**config.mk**
```make
export PLATFORM = sky130hd
export DESIGN_NAME = parity_accum_seq
export DESIGN_NICKNAME = d
export VERILOG_FILES = /design/src/rtl/parity_pkg.sv /design/src/rtl/xor_reduce_w.sv /design/src/rtl/parity_accum_seq.sv
export SDC_FILE = /design/constraint.sdc
export NUM_CORES = 1
export LEC_CHECK = 0
export CELL_PAD_IN_SITES_DETAIL_PLACEMENT = 0
export CELL_PAD_IN_SITES_GLOBAL_PLACEMENT = 2
export CORE_ASPECT_RATIO = 0.8
export CORE_UTILIZATION = 33
export CTS_CLUSTER_SIZE = 14
export DETAILED_ROUTE_END_ITERATION = 10
export GPL_ROUTABILITY_DRIVEN = 0
export PLACE_DENSITY = 0.83
export SYNTH_ARGS = -nofsm -noshare
export SYNTH_HDL_FRONTEND = slang
export SYNTH_SLANG_ARGS = --single-unit
export TNS_END_PERCENT = 10
```
**constraint.sdc**
```tcl
create_clock -name clk -period 7.3 [get_ports clk]
set_clock_uncertainty 0.2 [all_clocks]
set_input_delay 1.46 -clock clk [delete_from_list [all_inputs] [get_ports clk]]
set_output_delay 1.46 -clock clk [all_outputs]
set_load 0.02 [all_outputs]
```
**src/rtl/parity_pkg.sv**
```systemverilog
// Shared encodings for the parity accumulator: FSM state values and mode sense.
package parity_pkg;

  typedef enum logic [1:0] {
    IDLE  = 2'd0,
    ACCUM = 2'd1,
    HOLD  = 2'd2
  } state_t;

  localparam logic MODE_EVEN = 1'b0;
  localparam logic MODE_ODD  = 1'b1;

endpackage

```
**src/rtl/xor_reduce_w.sv**
```systemverilog
// N-bit generalisation of the XOR/XNOR gate: reduces a word to one parity bit
// and provides the word itself with the same optional inversion applied.
module xor_reduce_w #(
  parameter int WIDTH = 8
) (
  input  logic [WIDTH-1:0] i_data,
  input  logic             i_inv,
  output logic [WIDTH-1:0] o_word,
  output logic             o_par
);

  always_comb begin
    o_par = i_inv;
    for (int i = 0; i < WIDTH; i++) begin
      o_par = o_par ^ i_data[i];
    end
  end

  assign o_word = i_data ^ {WIDTH{i_inv}};

endmodule

```
**src/rtl/parity_accum_seq.sv**
```systemverilog
// Frame-wise column/whole parity accumulator on a valid/ready stream.
// IDLE takes the first beat, ACCUM folds the rest, HOLD presents the result.
//   state | meaning
//   IDLE  | waiting for first beat of a frame; in_ready=1
//   ACCUM | folding further beats into acc; in_ready=1
//   HOLD  | result registered on outputs until out_ready; in_ready=0
module parity_accum_seq
  import parity_pkg::*;
#(
  parameter int WIDTH     = 8,
  parameter int FRAME_LEN = 4,
  parameter int CNT_W     = $clog2(FRAME_LEN + 1)
) (
  input  logic             clk,
  input  logic             reset,
  input  logic             mode,
  input  logic             in_valid,
  output logic             in_ready,
  input  logic [WIDTH-1:0] in_data,
  input  logic             in_last,
  output logic             out_valid,
  input  logic             out_ready,
  output logic [WIDTH-1:0] out_col,
  output logic             out_par,
  output logic [CNT_W-1:0] out_count
);

  localparam logic [CNT_W-1:0] FRAME_LEN_C = CNT_W'(FRAME_LEN);
  localparam logic [CNT_W-1:0] CNT_ONE     = CNT_W'(1);

  state_t           r_state;
  state_t           w_state_nxt;
  logic [WIDTH-1:0] r_acc;
  logic [WIDTH-1:0] w_acc_nxt;
  logic [CNT_W-1:0] r_cnt;
  logic [CNT_W-1:0] w_cnt_nxt;
  logic [CNT_W-1:0] w_cnt_inc;
  logic             r_mode_l;
  logic             w_mode_nxt;
  logic             w_in_ready;
  logic             w_beat;
  logic             w_load_out;
  logic             w_clr_out;

  logic             r_out_valid;
  logic [WIDTH-1:0] r_out_col;
  logic             r_out_par;
  logic [CNT_W-1:0] r_out_count;
  logic [WIDTH-1:0] w_col;
  logic             w_par;

  assign w_in_ready = (r_state != HOLD);
  assign w_beat     = in_valid && w_in_ready;
  assign w_cnt_inc  = r_cnt + CNT_ONE;

  always_ff @(posedge clk) begin
    if (reset) begin
      r_state  <= IDLE;
      r_acc    <= '0;
      r_cnt    <= '0;
      r_mode_l <= MODE_EVEN;
    end else begin
      r_state  <= w_state_nxt;
      r_acc    <= w_acc_nxt;
      r_cnt    <= w_cnt_nxt;
      r_mode_l <= w_mode_nxt;
    end
  end

  always_comb begin
    w_state_nxt = r_state;
    w_acc_nxt   = r_acc;
    w_cnt_nxt   = r_cnt;
    w_mode_nxt  = r_mode_l;
    w_load_out  = 1'b0;
    w_clr_out   = 1'b0;
    case (r_state)
      IDLE: begin
        if (w_beat) begin
          w_acc_nxt  = in_data;
          w_mode_nxt = mode;
          w_cnt_nxt  = CNT_ONE;
          if (in_last || (FRAME_LEN == 1)) begin
            w_state_nxt = HOLD;
            w_load_out  = 1'b1;
          end else begin
            w_state_nxt = ACCUM;
          end
        end
      end
      ACCUM: begin
        // Mode is deliberately not re-sampled here; the first beat owns it.
        if (w_beat) begin
          w_acc_nxt = r_acc ^ in_data;
          w_cnt_nxt = w_cnt_inc;
          if (in_last || (w_cnt_inc == FRAME_LEN_C)) begin
            w_state_nxt = HOLD;
            w_load_out  = 1'b1;
          end
        end
      end
      HOLD: begin
        if (out_ready) begin
          w_state_nxt = IDLE;
          w_acc_nxt   = '0;
          w_cnt_nxt   = '0;
          w_clr_out   = 1'b1;
        end
      end
      default: begin
        w_state_nxt = IDLE;
        w_acc_nxt   = '0;
        w_cnt_nxt   = '0;
        w_clr_out   = 1'b1;
      end
    endcase
  end

  // Result is computed from the next-cycle accumulator so it lands in the
  // output flops on the same edge that enters HOLD.
  xor_reduce_w #(
    .WIDTH (WIDTH)
  ) u_xor_reduce (
    .i_data (w_acc_nxt),
    .i_inv  (w_mode_nxt),
    .o_word (w_col),
    .o_par  (w_par)
  );

  always_ff @(posedge clk) begin
    if (reset) begin
      r_out_valid <= 1'b0;
      r_out_col   <= '0;
      r_out_par   <= 1'b0;
      r_out_count <= '0;
    end else if (w_load_out) begin
      r_out_valid <= 1'b1;
      r_out_col   <= w_col;
      r_out_par   <= w_par;
      r_out_count <= w_cnt_nxt;
    end else if (w_clr_out) begin
      r_out_valid <= 1'b0;
      r_out_col   <= '0;
      r_out_par   <= 1'b0;
      r_out_count <= '0;
    end
  end

  assign in_ready  = w_in_ready;
  assign out_valid = r_out_valid;
  assign out_col   = r_out_col;
  assign out_par   = r_out_par;
  assign out_count = r_out_count;

endmodule
```
Yosys cells after proc, flatten, opt, wreduce, memory -nomap -nowiden. Index checks and enable logic that the tools add are counted.

Bits in registers: 27. Input bits: 14. Output and inout port bits: 14. Logic and storage cells: 63.

Add/subtract/negate cells: 1. Equality and inequality tests: 8. Multiplexer cells: 30. Bitwise logic cells: 10. Reduce and logical (&&, ||, !) cells: 6.

Operators with widths (count): $mux 8 (5); $pmux 8 s3 (1); $xor 8x8->8 (2); $mux 3 (5); $mux 1 (10); $mux 2 (5); $ne 2x2->1 const B (5); $pmux 3 s3 (1); $xor 1x1->1 (8); $pmux 2 s3 (1); $pmux 1 s2 (2); $reduce_and 4->1 (1); $add 3x1->3 const B (1); $eq 3x3->1 const B (1); $eq 2x1->1 const B (1); $eq 2x2->1 const B (1); $logic_not 2->1 (1); $reduce_bool 2->1 (1); $reduce_or 2->1 (1); $logic_and 1x1->1 (1); $logic_or 1x1->1 (1).

Longest topological paths before layout.
Word-level depth: 13. Gate-level depth with buffers: 11. Gate-level depth less buffers: 9.

By module. A second synthesis with hierarchy kept.

Cells, all modules: 173. Area, all modules: 1552.7 um^2.

By module, submodules not included: parity_accum_seq (times used 1, cells each 158, area an instance 1397.6 um^2, seq. area each 540.5 um^2); xor_reduce_w (times used 1, cells each 15, area an instance 155.1 um^2, seq. area each 0.0 um^2).

Worst setup path before layout. Ideal clock, no wire load.

Kind: input to register. Start point: in in_valid. End point: reg r_out_par (netlist: out_par). Arrival: 3.327 ns. Data required time: 7.038 ns. Slack: 3.711 ns. Cell stages on the path: 7. Buffers on the path: 0. Cell sequence: nand2b_2 nor2_1 mux2i_4 xor2_1 xnor3_1 or4b_1 nand3_1.

Cells in the longest elaborated chain, start to end: 12.

RTL lines: start, declared (RTL line parity_accum_seq.sv:17) `input logic in_valid,`; $logic_and 1x1->1 * (RTL line parity_accum_seq.sv:53) `assign w_beat = in_valid && w_in_ready;`; $mux 8 (tied with other cells) (RTL line parity_accum_seq.sv:93) `if (w_beat) begin`; $pmux 8 s3 or $mux 1 (tied branches) (RTL line parity_accum_seq.sv:77) `case (r_state)`; $xor 1x1->1 (8 in a row) (RTL line xor_reduce_w.sv:15) `o_par = o_par ^ i_data[i];`; $mux 1 (RTL line parity_accum_seq.sv:136) `end else if (w_load_out) begin`; end signal, assigned (RTL line parity_accum_seq.sv:139) `r_out_par <= w_par;`; end, declared (RTL line parity_accum_seq.sv:47) `logic r_out_par;`.

Every way passes the cells marked *; elsewhere a longest branch is shown, timed or not. A chain may end at the register's enable or synchronous reset.

Worst setup path after layout. Same ends and word-level chain as after synthesis.

==> run_results.csv <==
group,metric,value,unit
placed_design,detailed_place.area,0.00182,mm2
timing,post-route-period-util,62.5,%
synth,synth_top_flop_cell,"dfxtp_1",
grt,grt_pass1_vias,1204,
worst_setup_path,cpLargestDelayFamily,"simple AND/OR/NAND/NOR gates",
clock_tree,ctsResizeCount,0,
synth,synth_area,0.00153,mm2
timing,slew_viol_final,0,
job,drv_cap,0,
floorplan,die_x,78.1,um
power_and_ir_drop,leakagePower,0.711,nW
synth,synth_nets,196,
worst_setup_path,cpMaxStageDelayCell,"clkdlybuf4s50_1",
clock_tree,ctsHoldBuffers,0,
final_layout,post-route-cell-area,0.00187,mm2
clock_tree,cts_tree,"built",
clock_tree,h-tree-depth,1,
clock_tree,numCtsBuffers,3,
synth,synthMostInstantiatedCell,"nor2_1",
worst_setup_path,rrSetupSlack,4.06,ns
timing,max_freq,219,MHz
routing,vias,1352,
timing,hold_viol,0,
placed_design,port_buffers,27,
timing,slew_headroom,44.7,%
floorplan,die_h,62.9,um
power_and_ir_drop,power_density,196,mW/mm2
synth,synth-warning-count,0,
final_layout,multi_input_area,901,um2
synth,syn_avg_cell_area,8.53,um2
grt,grt_max_degree,29,
synth,synth_seq_area_share,35.4,%
final_layout,area_growth,22.7,%
timing,fin_setup_tns,0,ns
synth,synthCells,179,
floorplan,start_util,35.5,%
clock_tree,cts.path.max_buffers,2,
timing,period_minus_slack,4.57,ns
timing,finalSetupViolations,0,
final_layout,n_fill_cell,444,
worst_setup_path,start_kind,"input port",
worst_setup_path,endpoint_kind,"register",
timing,rsz0062_at_grt,"false",
worst_setup_path,worstPathCellList,"clkdlybuf4s50_1 > nand2b_2 > nor2_1 > mux2i_4 > xor2_1 > xnor3_1 > or4b_1 > nand3_1",
final_layout,seq_area,541,um2
clock_tree,clockRootBuffer,"clkbuf_8",
worst_setup_path,crit_fanout,22,
clock_tree,cts_setup_buffers,0,
clock_tree,clock_latency,0.27,ns
floorplan,dieArea,0.00491,mm2
placed_design,dp_hpwl,2520,um
run_status,outcome,"finished clean",
floorplan,ios,28,
synth,ys_async_sr_fraction,0,%
floorplan,placementRows,21,
routing,drt-wirelength-per-cell,14.2,um
worst_setup_path,crit_required,7.32,ns
routing,ant_nets,0,
hold_path,hold_path.class,"reg -> reg",
power_and_ir_drop,power,0.368,mW
routing,routed_via_density,5.28,
final_layout,drive_gt1_share,6.53,%
grt,grt.overflow.total,0,
worst_setup_path,cp.arrival,4.59,ns
grt,antenna_found_initial,0,
synth,synth_area_leaders,"dfxtp_1 35%, nor2_1 6.9%, xor2_1 5.2%",
power_and_ir_drop,ir_drop,0.125,mV
worst_setup_path,criticalPathCategory,"in -> reg",
routing,drt_iter0_drc,69,
final_layout,antenna_cells,0,
routing,drt_first_pass_iters,4,
worst_setup_path,critical-path-max-stage-delay,0.98,ns
synth,synth.distinct_cells,38,
timing,worstMarginPinSlew,0.828,ns
final_layout,nNetsFinal,217,
grt,grt_pass1_wl,5800,um
routing,drc,0,
clock_tree,numClockSinks,27,
synth,synth_top_area_share,35.4,%
routing,wl,3630,um
floorplan,core_area,0.00431,mm2
grt,grt_use_total,15.0,%
synth,synth_edf_count,0,
worst_setup_path,path_buf_inv,1,
synth,yosysTopAreaCell,"dfxtp_1",
synth,ys_ff_latch,27,
clock_tree,path_clk_slew,0.10,ns
synth,ys_top_cells_by_count,"28 x nor2_1, 27 x dfxtp_1, 13 x a21oi_1",
## logic make-up after synthesis
| family | after synthesis | synth area share [%] |
|---|---|---|
| mux | 2 | 2.13 |
| buf+inv | 20 | 5.65 |
| compound gates | 53 | 26.5 |
| flops | 27 | 35.4 |
| fa+ha+maj | 3 | 2.46 |
| xor+xnor | 13 | 8.35 |
| simple gates | 61 | 19.5 |
## tightest hold or removal path, delay by kind of cell (launching register included)
kind            cells  cell delay, ns
simple gates        1            0.05
compound gates      1            0.05
flops               1            0.32
## cell type report
| cell class | count | area share (%) |
|---|---|---|
| clock inverter | 1 | 0.467 |
| timing repair buffer | 29 | 15.2 |
| multi-input combinational | 132 | 48.1 |
| inverter | 7 | 1.40 |
| sequential | 27 | 28.8 |
| clock buffer | 3 | 2.20 |
| tap | 57 | 3.81 |
## metal layers
| metal | routed length [um] | vias to the layer above | share of wire [%] | track usage (%) |
|---|---|---|---|---|
| met5 | 0 | - | 0 | 0 |
| met4 | 18 | 0 | 0.50 | 2.08 |
| met1 | 1750 | 653 | 48 | 20.1 |
| met2 | 1660 | 24 | 46 | 25.1 |
| met3 | 195 | 2 | 5.4 | 3.36 |
| li1 | - | 673 | - | - |
## power breakdown
part / switching [mW] / internal (mW) / leakage, nW
Clock: 0.0490 / 0.0400 / 0.0261
Combinational: 0.0559 / 0.0522 / 0.464
Sequential: 0.0117 / 0.159 / 0.221
## stage by stage
stage / hold slack [ns] / worst slack (ns) / cells / util, %
2_1_floorplan: 0.330 / 3.71 / 179 / -
3_3_place_gp: 0.240 / 2.54 / 252 / 42.3
3_5_place_dp: 0.248 / 2.45 / 252 / 42.3
4_1_cts: 0.271 / 2.74 / 256 / 43.5
5_1_grt: 0.313 / 2.55 / 256 / 43.5
6_report: 0.264 / 2.73 / 256 / 43.5
## path summary, 6_finish.rpt
kind	from	endpoint	cells after the start
max	in_valid	out_par	8
min	out_count[2]	out_count[2]	2
max reg2reg	r_state[1]	out_par	7
min reg2reg	out_count[2]	out_count[2]	2
## flip-flops by register name (all words and copies together), names as in the netlist
register and count:
out_count 3, r_acc 8, r_mode_l 1, out_valid 1, out_col 8, r_state 2, r_cnt 3, out_par 1
## layout by cell type (no fill, tap or decap), drive strengths merged, types with 2 or more instances in the layout
cell           count
nor2b              7
clkbuf             3
clkdlybuf4s50     27
a32oi              5
xor2               9
ha                 3
a21oi             13
xnor2              3
nand2              9
a31oi              4
o21ai              2
o211a              4
a311oi             3
and2               2
nand2b             7
o2bb2a             4
a22oi              9
a211oi             6
nor2              28
buf                2
nand3              2
dfxtp             27
inv                8
mux2i              2
(Power assumes the default switching activity.)
